--- config.mk ---
export PLATFORM = sky130hd
export DESIGN_NAME = program_memory_arbiter
export DESIGN_NICKNAME = d
export VERILOG_FILES = /design/src/rtl/pm_arb_pkg.sv /design/src/rtl/program_ram.sv /design/src/rtl/program_memory_arbiter.sv
export SDC_FILE = /design/constraint.sdc
export NUM_CORES = 2
export LEC_CHECK = 0
export BUFFER_PORTS_ARGS = -buffer_cell sky130_fd_sc_hd__buf_2
export CORE_AREA = 2 2 451 453
export CTS_CLUSTER_SIZE = 24
export DETAILED_ROUTE_END_ITERATION = 7
export DIE_AREA = 0 0 453 455
export PLACE_DENSITY = 0.63
export SYNTH_ARGS = -nofsm -noshare
export SYNTH_HDL_FRONTEND = slang
export SYNTH_SLANG_ARGS = --single-unit
--- constraint.sdc ---
create_clock -name clk -period 4.1 [get_ports clk]
set_input_delay 0.82 -clock clk [delete_from_list [all_inputs] [get_ports clk]]
set_output_delay 0.82 -clock clk [all_outputs]
set_load 0.05 [all_outputs]
--- src/rtl/pm_arb_pkg.sv ---
// Shared types and constants for the program memory arbiter and its RAM.
package pm_arb_pkg;

    typedef enum logic {BOOT, RUN} state_e;

    typedef enum logic [1:0] {GNT_NONE, GNT_FETCH, GNT_LOAD} grant_e;

    localparam logic [31:0] NOP_INSTR         = 32'h0000_0000;
    localparam logic [31:0] DEFAULT_TEXT_BASE = 32'h0040_0000;

endpackage

--- src/rtl/program_ram.sv ---
// Synchronous single-port instruction store with a registered read port.
// The array has no reset so its contents survive an arbiter reset.
module program_ram
    import pm_arb_pkg::*;
#(
    parameter int DEPTH = 64,
    parameter int DW    = 32,
    parameter int IDX_W = $clog2(DEPTH)
) (
    input  logic             clk,
    input  logic             we,
    input  logic             re,
    input  logic [IDX_W-1:0] idx,
    input  logic [DW-1:0]    wdata,
    output logic [DW-1:0]    rdata
);

    logic [DW-1:0] mem_q [DEPTH];
    logic [DW-1:0] rdata_q;

    always_ff @(posedge clk) begin
        if (we) begin
            mem_q[idx] <= wdata;
        end
        if (re) begin
            rdata_q <= mem_q[idx];
        end
    end

    assign rdata = rdata_q;

endmodule

--- src/rtl/program_memory_arbiter.sv ---
// Shares the instruction store between CPU fetch and the boot/debug loader.
// Optional FAULT_TRAP_EN: range/alignment check with a sticky addr_fault flag.
module program_memory_arbiter
    import pm_arb_pkg::*;
#(
    parameter int                    MEMORY_DEPTH = 64,
    parameter int                    DATA_WIDTH   = 32,
    parameter logic [DATA_WIDTH-1:0] TEXT_BASE    = DEFAULT_TEXT_BASE
) (
    input  logic                  clk,
    input  logic                  reset,
    input  logic                  fetch_req,
    input  logic [DATA_WIDTH-1:0] fetch_addr,
    output logic                  fetch_valid,
    output logic [DATA_WIDTH-1:0] fetch_instr,
    output logic                  stall,
    input  logic                  load_req,
    input  logic [DATA_WIDTH-1:0] load_addr,
    input  logic [DATA_WIDTH-1:0] load_data,
    output logic                  load_ack,
    input  logic                  load_done,
    output logic                  addr_fault
);

    // state | meaning
    // BOOT  | CPU stalled, only the loader is granted; load_done moves to RUN
    // RUN   | fetch and loader arbitrated round-robin; left only by reset

    localparam int                    IDX_W   = $clog2(MEMORY_DEPTH);
    localparam logic [DATA_WIDTH-1:0] DEPTH_W = DATA_WIDTH'(MEMORY_DEPTH);

    state_e                  state_q, state_d;
    grant_e                  last_grant_q, last_grant_d, grant;
    logic                    fetch_valid_q, fetch_valid_d;
    logic                    load_ack_q, load_ack_d;
    logic                    fetch_nop_q, fetch_nop_d;
    logic [DATA_WIDTH-1:0]   fetch_off, load_off, ram_rdata;
    logic [IDX_W-1:0]        fetch_idx, load_idx, ram_idx;
    logic                    fetch_legal, load_legal;
    logic                    fetch_grant, load_grant, ram_we, ram_re;

    assign fetch_off = fetch_addr - TEXT_BASE;
    assign load_off  = load_addr - TEXT_BASE;
    assign fetch_idx = fetch_off[IDX_W+1:2];
    assign load_idx  = load_off[IDX_W+1:2];

`ifdef FAULT_TRAP_EN
    logic addr_fault_q, addr_fault_d;

    assign fetch_legal = (fetch_addr[1:0] == 2'b00) && (fetch_addr >= TEXT_BASE)
                         && ((fetch_off >> 2) < DEPTH_W);
    assign load_legal  = (load_addr[1:0] == 2'b00) && (load_addr >= TEXT_BASE)
                         && ((load_off >> 2) < DEPTH_W);

    always_comb begin
        addr_fault_d = addr_fault_q | (fetch_grant & ~fetch_legal) | (load_grant & ~load_legal);
    end

    always_ff @(posedge clk or negedge reset) begin
        if (!reset) begin
            addr_fault_q <= 1'b0;
        end else begin
            addr_fault_q <= addr_fault_d;
        end
    end

    assign addr_fault = addr_fault_q;
`else
    // Without the trap the index simply wraps; the discarded offset bits are intentional.
    logic unused_off_bits;

    assign fetch_legal     = 1'b1;
    assign load_legal      = 1'b1;
    assign unused_off_bits = ^{fetch_off[DATA_WIDTH-1:IDX_W+2], fetch_off[1:0],
                               load_off[DATA_WIDTH-1:IDX_W+2], load_off[1:0]};
    assign addr_fault      = 1'b0;
`endif

    always_comb begin
        grant = GNT_NONE;
        if (state_q == BOOT) begin
            if (load_req) grant = GNT_LOAD;
        end else if (fetch_req && load_req) begin
            grant = (last_grant_q == GNT_FETCH) ? GNT_LOAD : GNT_FETCH;
        end else if (fetch_req) begin
            grant = GNT_FETCH;
        end else if (load_req) begin
            grant = GNT_LOAD;
        end
    end

    assign fetch_grant = (grant == GNT_FETCH);
    assign load_grant  = (grant == GNT_LOAD);

    always_comb begin
        state_d       = state_q;
        last_grant_d  = last_grant_q;
        fetch_valid_d = fetch_grant;
        load_ack_d    = load_grant;
        fetch_nop_d   = fetch_grant & ~fetch_legal;
        if (grant != GNT_NONE) last_grant_d = grant;
        if (state_q == BOOT && load_done) state_d = RUN;
    end

    always_ff @(posedge clk or negedge reset) begin
        if (!reset) begin
            state_q       <= BOOT;
            last_grant_q  <= GNT_LOAD;
            fetch_valid_q <= 1'b0;
            load_ack_q    <= 1'b0;
            fetch_nop_q   <= 1'b0;
        end else begin
            state_q       <= state_d;
            last_grant_q  <= last_grant_d;
            fetch_valid_q <= fetch_valid_d;
            load_ack_q    <= load_ack_d;
            fetch_nop_q   <= fetch_nop_d;
        end
    end

    // Writes are gated by reset so a write racing a reset assertion is dropped.
    assign ram_we  = load_grant & load_legal & reset;
    assign ram_re  = fetch_grant & fetch_legal;
    assign ram_idx = fetch_grant ? fetch_idx : load_idx;

    program_ram #(
        .DEPTH (MEMORY_DEPTH),
        .DW    (DATA_WIDTH)
    ) u_ram (
        .clk   (clk),
        .we    (ram_we),
        .re    (ram_re),
        .idx   (ram_idx),
        .wdata (load_data),
        .rdata (ram_rdata)
    );

    assign fetch_valid = fetch_valid_q;
    assign load_ack    = load_ack_q;
    assign fetch_instr = (fetch_valid_q && !fetch_nop_q) ? ram_rdata : DATA_WIDTH'(NOP_INSTR);
    assign stall       = (state_q == BOOT) | (fetch_req & ~fetch_grant);

endmodule

-- Word-level counts from Yosys, hierarchy flattened
Memories as Yosys holds them, arrays and structs flattened. A register that Yosys moved wholly into a read port is not among the register bits.
Index checks and enable logic that the tools add are counted.
- eq/ne operators: 3
- multiplexer cells: 9
- reductions and logical operators: 3
- add/sub/neg operators: 2
- bitwise logic cells: 5
- operator list (cell ; count):
    $mux W32 ; 1
    $sub A8 B1 Y8 const B ; 2
    $mux W2 ; 5
    $mux W6 ; 1
    $eq A2 B1 Y1 const B ; 2
    $and A1 B1 Y1 ; 2
    $eq A2 B2 Y1 const B ; 1
    $logic_and A1 B1 Y1 ; 2
    $mux W1 ; 2
    $not A1 Y1 ; 2
    $reduce_bool A2 Y1 ; 1
    $or A1 B1 Y1 ; 1
- register bits after elaboration: 5
- logic and storage cells: 27
- memories: 1
- memory bits (writable): 2048
- memory list (name ; words ; width ; read ports ; clocked after Yosys merged registers in ; write ports ; RTL line ; source):
    u_ram.mem_q ; 64 ; 32 ; 1 ; 1 ; 1 ; program_ram.sv:18 ; logic [DW-1:0] mem_q [DEPTH];

-- Longest topological paths before layout
- word-level depth: 8
- gate-level depth with buffers: 11

-- Modules after synthesis
A second synthesis with hierarchy kept.
- cell total of the unflattened synthesis: 4299
- area, all modules: 79776.5 sq um
- by module, submodules not included (module ; seq. area each (sq um) ; cells each ; times used ; area each (sq um)):
    program_ram ; 62459.9 ; 4239 ; 1 ; 79248.5
    program_memory_arbiter ; 126.4 ; 60 ; 1 ; 528.0

-- Worst setup path before layout
Ideal clock, no wire load.
- path kind: in2reg
- from: input fetch_addr[2]
- to: memory u_ram.mem_q[0][0], enable pin
- path slack: -0.195 ns
- data arrival time: 3.874 ns
- stages on the path: 10
- path buffers: 5
- setup time: 0.421 ns
- cell sequence: and3_1 a211oi_1 buf_2 buf_2 buf_2 buf_4 nand2_1 or2_2 clkbuf_1 nor2_1
- word-level cells in the longest chain between the ends: 2
- ends and longest elaborated chain (item ; RTL line ; source):
    start, declared ; program_memory_arbiter.sv:13 ; input logic [DATA_WIDTH-1:0] fetch_addr,
    $sub A8 B1 Y8 ; program_memory_arbiter.sv:42 ; assign fetch_off = fetch_addr - TEXT_BASE;
    $mux W6 ; program_memory_arbiter.sv:124 ; assign ram_idx = fetch_grant ? fetch_idx : load_idx;
    end, declared ; program_ram.sv:18 ;
Every way passes these cells.

-- Final worst setup path
- from: register last_grant_q[1]
- to: register u_ram.rdata_q[6] (netlist: u_ram.rdata[6]) (read register of u_ram.mem_q), data pin
- word-level cells in the longest chain between the ends: 6
- ends and longest elaborated chain (item ; RTL line ; source):
    start, declared ; program_memory_arbiter.sv:33 ; grant_e last_grant_q, last_grant_d, grant;
    start signal, assigned ; program_memory_arbiter.sv:114 ; last_grant_q <= last_grant_d;
    $eq A2 B1 Y1 (*) ; program_memory_arbiter.sv:84 ; grant = (last_grant_q == GNT_FETCH) ? GNT_LOAD : GNT_FETCH;
    $mux W2 (*) ; program_memory_arbiter.sv:84 ;
    $mux W2 (*) ; program_memory_arbiter.sv:83 ; end else if (fetch_req && load_req) begin
    $mux W2 (*) ; program_memory_arbiter.sv:81 ; if (state_q == BOOT) begin
    $eq A2 B1 Y1 (*) ; program_memory_arbiter.sv:92 ; assign fetch_grant = (grant == GNT_FETCH);
    $mux W6 ; program_memory_arbiter.sv:124 ;
    end, declared ; program_ram.sv:19 ; logic [DW-1:0] rdata_q;
Every way passes the cells marked *; elsewhere a longest branch is shown, timed or not.
A chain may end at the register's enable or synchronous reset.

==> run summary <==
The setup slack after placement was 0.124 ns; the number of nets with antenna violations after routing was 0. The most critical setup path has its startpoint at last_grant_q[1]. Clock-pin slew was measured on the worst setup and hold paths at 0.06 ns.

In the finished design, the share of the clock period the worst path needs comes to 87.1%. The net count of the finished layout is 4897. The first TritonRoute pass finished after 5 iterations.

Power spread over the standard cell area amounts to 494 mW/mm². The post-synth design cell area is 0.0802 mm². Number of antenna violations at the first check in global routing: 33. TritonCTS built the clock tree. For this design, the sink count on the clock tree is 2085.

The cell family with the largest share of critical-path delay was buffers and inverters. Together, buffers and inverters on the worst path number 4. The slowest cell on the critical path is sky130_fd_sc_hd__dfstp_2. The count of buffers added on input and output ports is 83.

The average instance area after synthesis works out to 18.0 µm². The minimum clock period is 3.57 ns, and the number of primary I/O pins is 137. The starting density of the core is 39.8%. At the later pin of the worst-skew pair, clock insertion delay measures 0.86 ns.

STA classifies the critical path endpoint as a flop. Gates resized during post-CTS repair numbered 0. The H-tree was split into 4 levels. The logs give 41888 for the via count of the first global-routing pass and 0.53 ns for the minimum setup slack among reg-to-reg paths. Synthesis instantiated 30 different standard cells from the library.

Kind of critical path: flop to flop. The classification of the worst-slack hold path was primary input to flop. The finished cells cover 0.0937 mm². The run gives 0 as the remaining routing DRC violations.

The required time of the worst setup path came out at 4.70 ns. Overall die area: 0.206 mm². From bottom edge to top edge, the die measures 455 µm. During synthesis, Yosys emitted a total of 0 warnings.

The number of pins exceeding their max-slew limit in the final report is 0, and the transition at the pin with the smallest max-transition slack is 1.29 ns. For this run, the register share of the synthesized area comes to 78.1%. For the DRC marker count from the first detailed-route iteration, the log shows 4045.

The tools report the post-detailed-placement half-perimeter wirelength as 124 mm. In this run the static leakage power is 32.6 nW. Setup slack on the critical path of the routed design comes to 0.530 ns. Fill cells in the final layout number 16796. Measured in cells, the most critical reg-to-reg path has a length of 11.

The maximum net fanout on the critical path works out to 18. Measured along the x axis, the die boundary spans 453 µm. The first global-routing pass estimated 299 mm of wire. Entering global routing, the biggest net connects 81 pins. The number of nets handed over by synthesis was 4566.

CTS placed an instance of sky130_fd_sc_hd__clkbuf_16 at the clock tree root. The area growth from synthesis to layout is 16.9%. The global placement routability congestion was 0.825. The tools report the global-route congestion overflow total as 0. The post-route netlist has 15.8% of its cells at a drive strength greater than 1.

The logs give 0 for the final number of hold-violating endpoints and 46.5% for the share of the core filled with cells. The total CTS buffers is 200. Dividing the detail-routed via count by the number of cells gives 5.59. Leaving out fill and tap cells, the most frequent cells in the layout are 2080 x sky130_fd_sc_hd__edfxtp_1, 1025 x sky130_fd_sc_hd__mux2i_1, 640 x sky130_fd_sc_hd__o22ai_1, 259 x sky130_fd_sc_hd__nor2_1, 202 x sky130_fd_sc_hd__clkbuf_16.

The critical path ends at u_ram.rdata[6]. For this run, the total global-route usage over all layers was measured as 20.1%. Leaving out fill and tap cells, the most frequent cell in the layout is sky130_fd_sc_hd__edfxtp_1. The placed instances occupy a cell area of 0.0870 mm². Measured against its own limit, the worst slew margin works out to 13.9%.

Number of max-capacitance violations reported: 0. Row generation in the floorplan step produced 165 rows. Across all layers, the routed design uses 42744 vias. Setup violations remaining at the end of the flow were counted as 0.

The cell count after synthesis came out at 4465. Walking the worst path, the cells encountered are and4b_1 -> a211oi_4 -> buf_12 -> buf_4 -> buf_4 -> buf_4 -> mux2i_1 -> o22ai_1 -> nor2_1 -> o22ai_1 -> or4_1. Setup repair after global routing left no endpoint under its margin.

Counting along the longest clock path gives a buffer depth of 3. The run finished with clean final reports. The worst setup path is launched from a flop. The worst register-to-register path ends at u_ram.rdata[6]. The tools report the launch instance of the worst register-to-register path as last_grant_q[1].

The run gives 280 MHz as the maximum frequency from static timing analysis. The cell that appears most often on the critical path is sky130_fd_sc_hd__buf_4. The delay of the slowest cell on the worst path works out to 0.54 ns. The region available for standard cell placement spans 0.201 mm². In the final routed layout, each cell accounts on average for 27.5 µm. In this run, synthesis produced a sequential element count of 2085. The tools report the arrival time at the worst endpoint as 4.17 ns. Summed over all layers, the routed wires come to 210 mm. In this run the number of cells on the critical path is 11. The startpoint identified for the worst hold timing path is load_done.

The worst ir drop on vdd is 0.363 mV. The run gives 0.0400 ns as the final setup skew.
==> flip-flops by register name (all words and copies together), names as in the netlist <==
signal / flops
fetch_valid: 1
last_grant_q: 2
load_ack: 1
state_q: 1
u_ram.mem_q: 2048
u_ram.rdata: 32
==> metal layers <==
metal	share of wire, %	GRT usage [%]	up-vias
met2	48	33.0	1580
met5	0.0057	0	-
met1	42	27.2	22191
met4	3.5	7.07	2
li1	-	-	18633
met3	6.7	3.07	338
==> repair_timing <==
| item | in CTS | in global routing |
|---|---|---|
| hold endpoints to repair | 5 | 0 |
| setup buffers | 0 | 0 |
| endpoints found under the setup margin | 0 | 0 |
| hold buffers | 1 | 0 |
==> through the flow <==
step           TNS (ns)  hold slack [ns]  instances  total power, mW
2_1_floorplan   -220.79            0.503       4465             26.4
3_3_place_gp          0            0.524       7265             28.1
3_5_place_dp          0            0.529       7265             28.2
4_1_cts               0            0.104       7630             46.5
5_1_grt               0            0.129       7643             47.5
6_report              0            0.161       7651             46.2
==> worst min-delay path by stage <==
stage,endpoint,cells after the start
floorplan,state_q,1
global placement,last_grant_q[1],1
detailed placement,last_grant_q[1],1
CTS,state_q,2
global route,state_q,2
finish,state_q,2
==> synth_stat cells <==
cell type                  count  area share (%)
sky130_fd_sc_hd__edfxtp_1   2080              78
sky130_fd_sc_hd__mux2i_1    1025              13
sky130_fd_sc_hd__o22ai_1     640             5.0
sky130_fd_sc_hd__nor2_1      323             1.5
sky130_fd_sc_hd__buf_2       206             1.3
sky130_fd_sc_hd__clkbuf_1     61            0.29
sky130_fd_sc_hd__and2_1       33            0.26
sky130_fd_sc_hd__or4_1        32            0.30
sky130_fd_sc_hd__nand2_1      13           0.061
sky130_fd_sc_hd__or2_2         9           0.070
sky130_fd_sc_hd__o21ai_0       5           0.031
sky130_fd_sc_hd__buf_4         4           0.037
sky130_fd_sc_hd__dfrtp_1       4            0.12
sky130_fd_sc_hd__nor2b_1       4           0.031
sky130_fd_sc_hd__and3_1        3           0.023
sky130_fd_sc_hd__mux2i_4       3           0.084
sky130_fd_sc_hd__nand2b_1      3           0.023
sky130_fd_sc_hd__nand3b_1      3           0.028
sky130_fd_sc_hd__inv_1         2          0.0094
sky130_fd_sc_hd__mux2_2        2           0.028
sky130_fd_sc_hd__a211oi_1      1          0.0094
sky130_fd_sc_hd__a21boi_0      1          0.0094
sky130_fd_sc_hd__and4b_1       1           0.012
sky130_fd_sc_hd__buf_6         1           0.014
sky130_fd_sc_hd__conb_1        1          0.0047
sky130_fd_sc_hd__dfstp_2       1           0.033
sky130_fd_sc_hd__nand3_1       1          0.0062
sky130_fd_sc_hd__o211ai_1      1          0.0094
sky130_fd_sc_hd__o21a_1        1          0.0094
sky130_fd_sc_hd__o31ai_1       1          0.0094
==> power by group <==
part           internal (mW)  switching [mW]
Combinational           1.48            2.59
Clock                   10.5            7.99
Sequential              23.6          0.0634
==> cell families (layout without fill, tap and decap cells) <==
logic type	Yosys count	after routing	share of synthesized area [%]
DFF	2085	2085	78.1
and+or+nand+nor	425	425	2.33
AOI/OAI and AO/OA	650	650	5.07
other	1	22	0.00468
muxes	1030	1030	12.9
buffers and inverters	274	767	1.63
==> final cells by class <==
cell class | instances | area [µm²] | share of cell area, %
antenna | 21 | 52.6 | 0.0561
tap | 2672 | 3340 | 3.57
sequential | 2085 | 62600 | 66.8
inverter | 2 | 7.51 | 0.00801
clock buffer | 240 | 5200 | 5.55
clock inverter | 124 | 1420 | 1.52
timing repair buffer | 401 | 4270 | 4.56
multi-input combinational | 2106 | 16800 | 17.9
No activity file was read; power rests on OpenSTA's default activity.
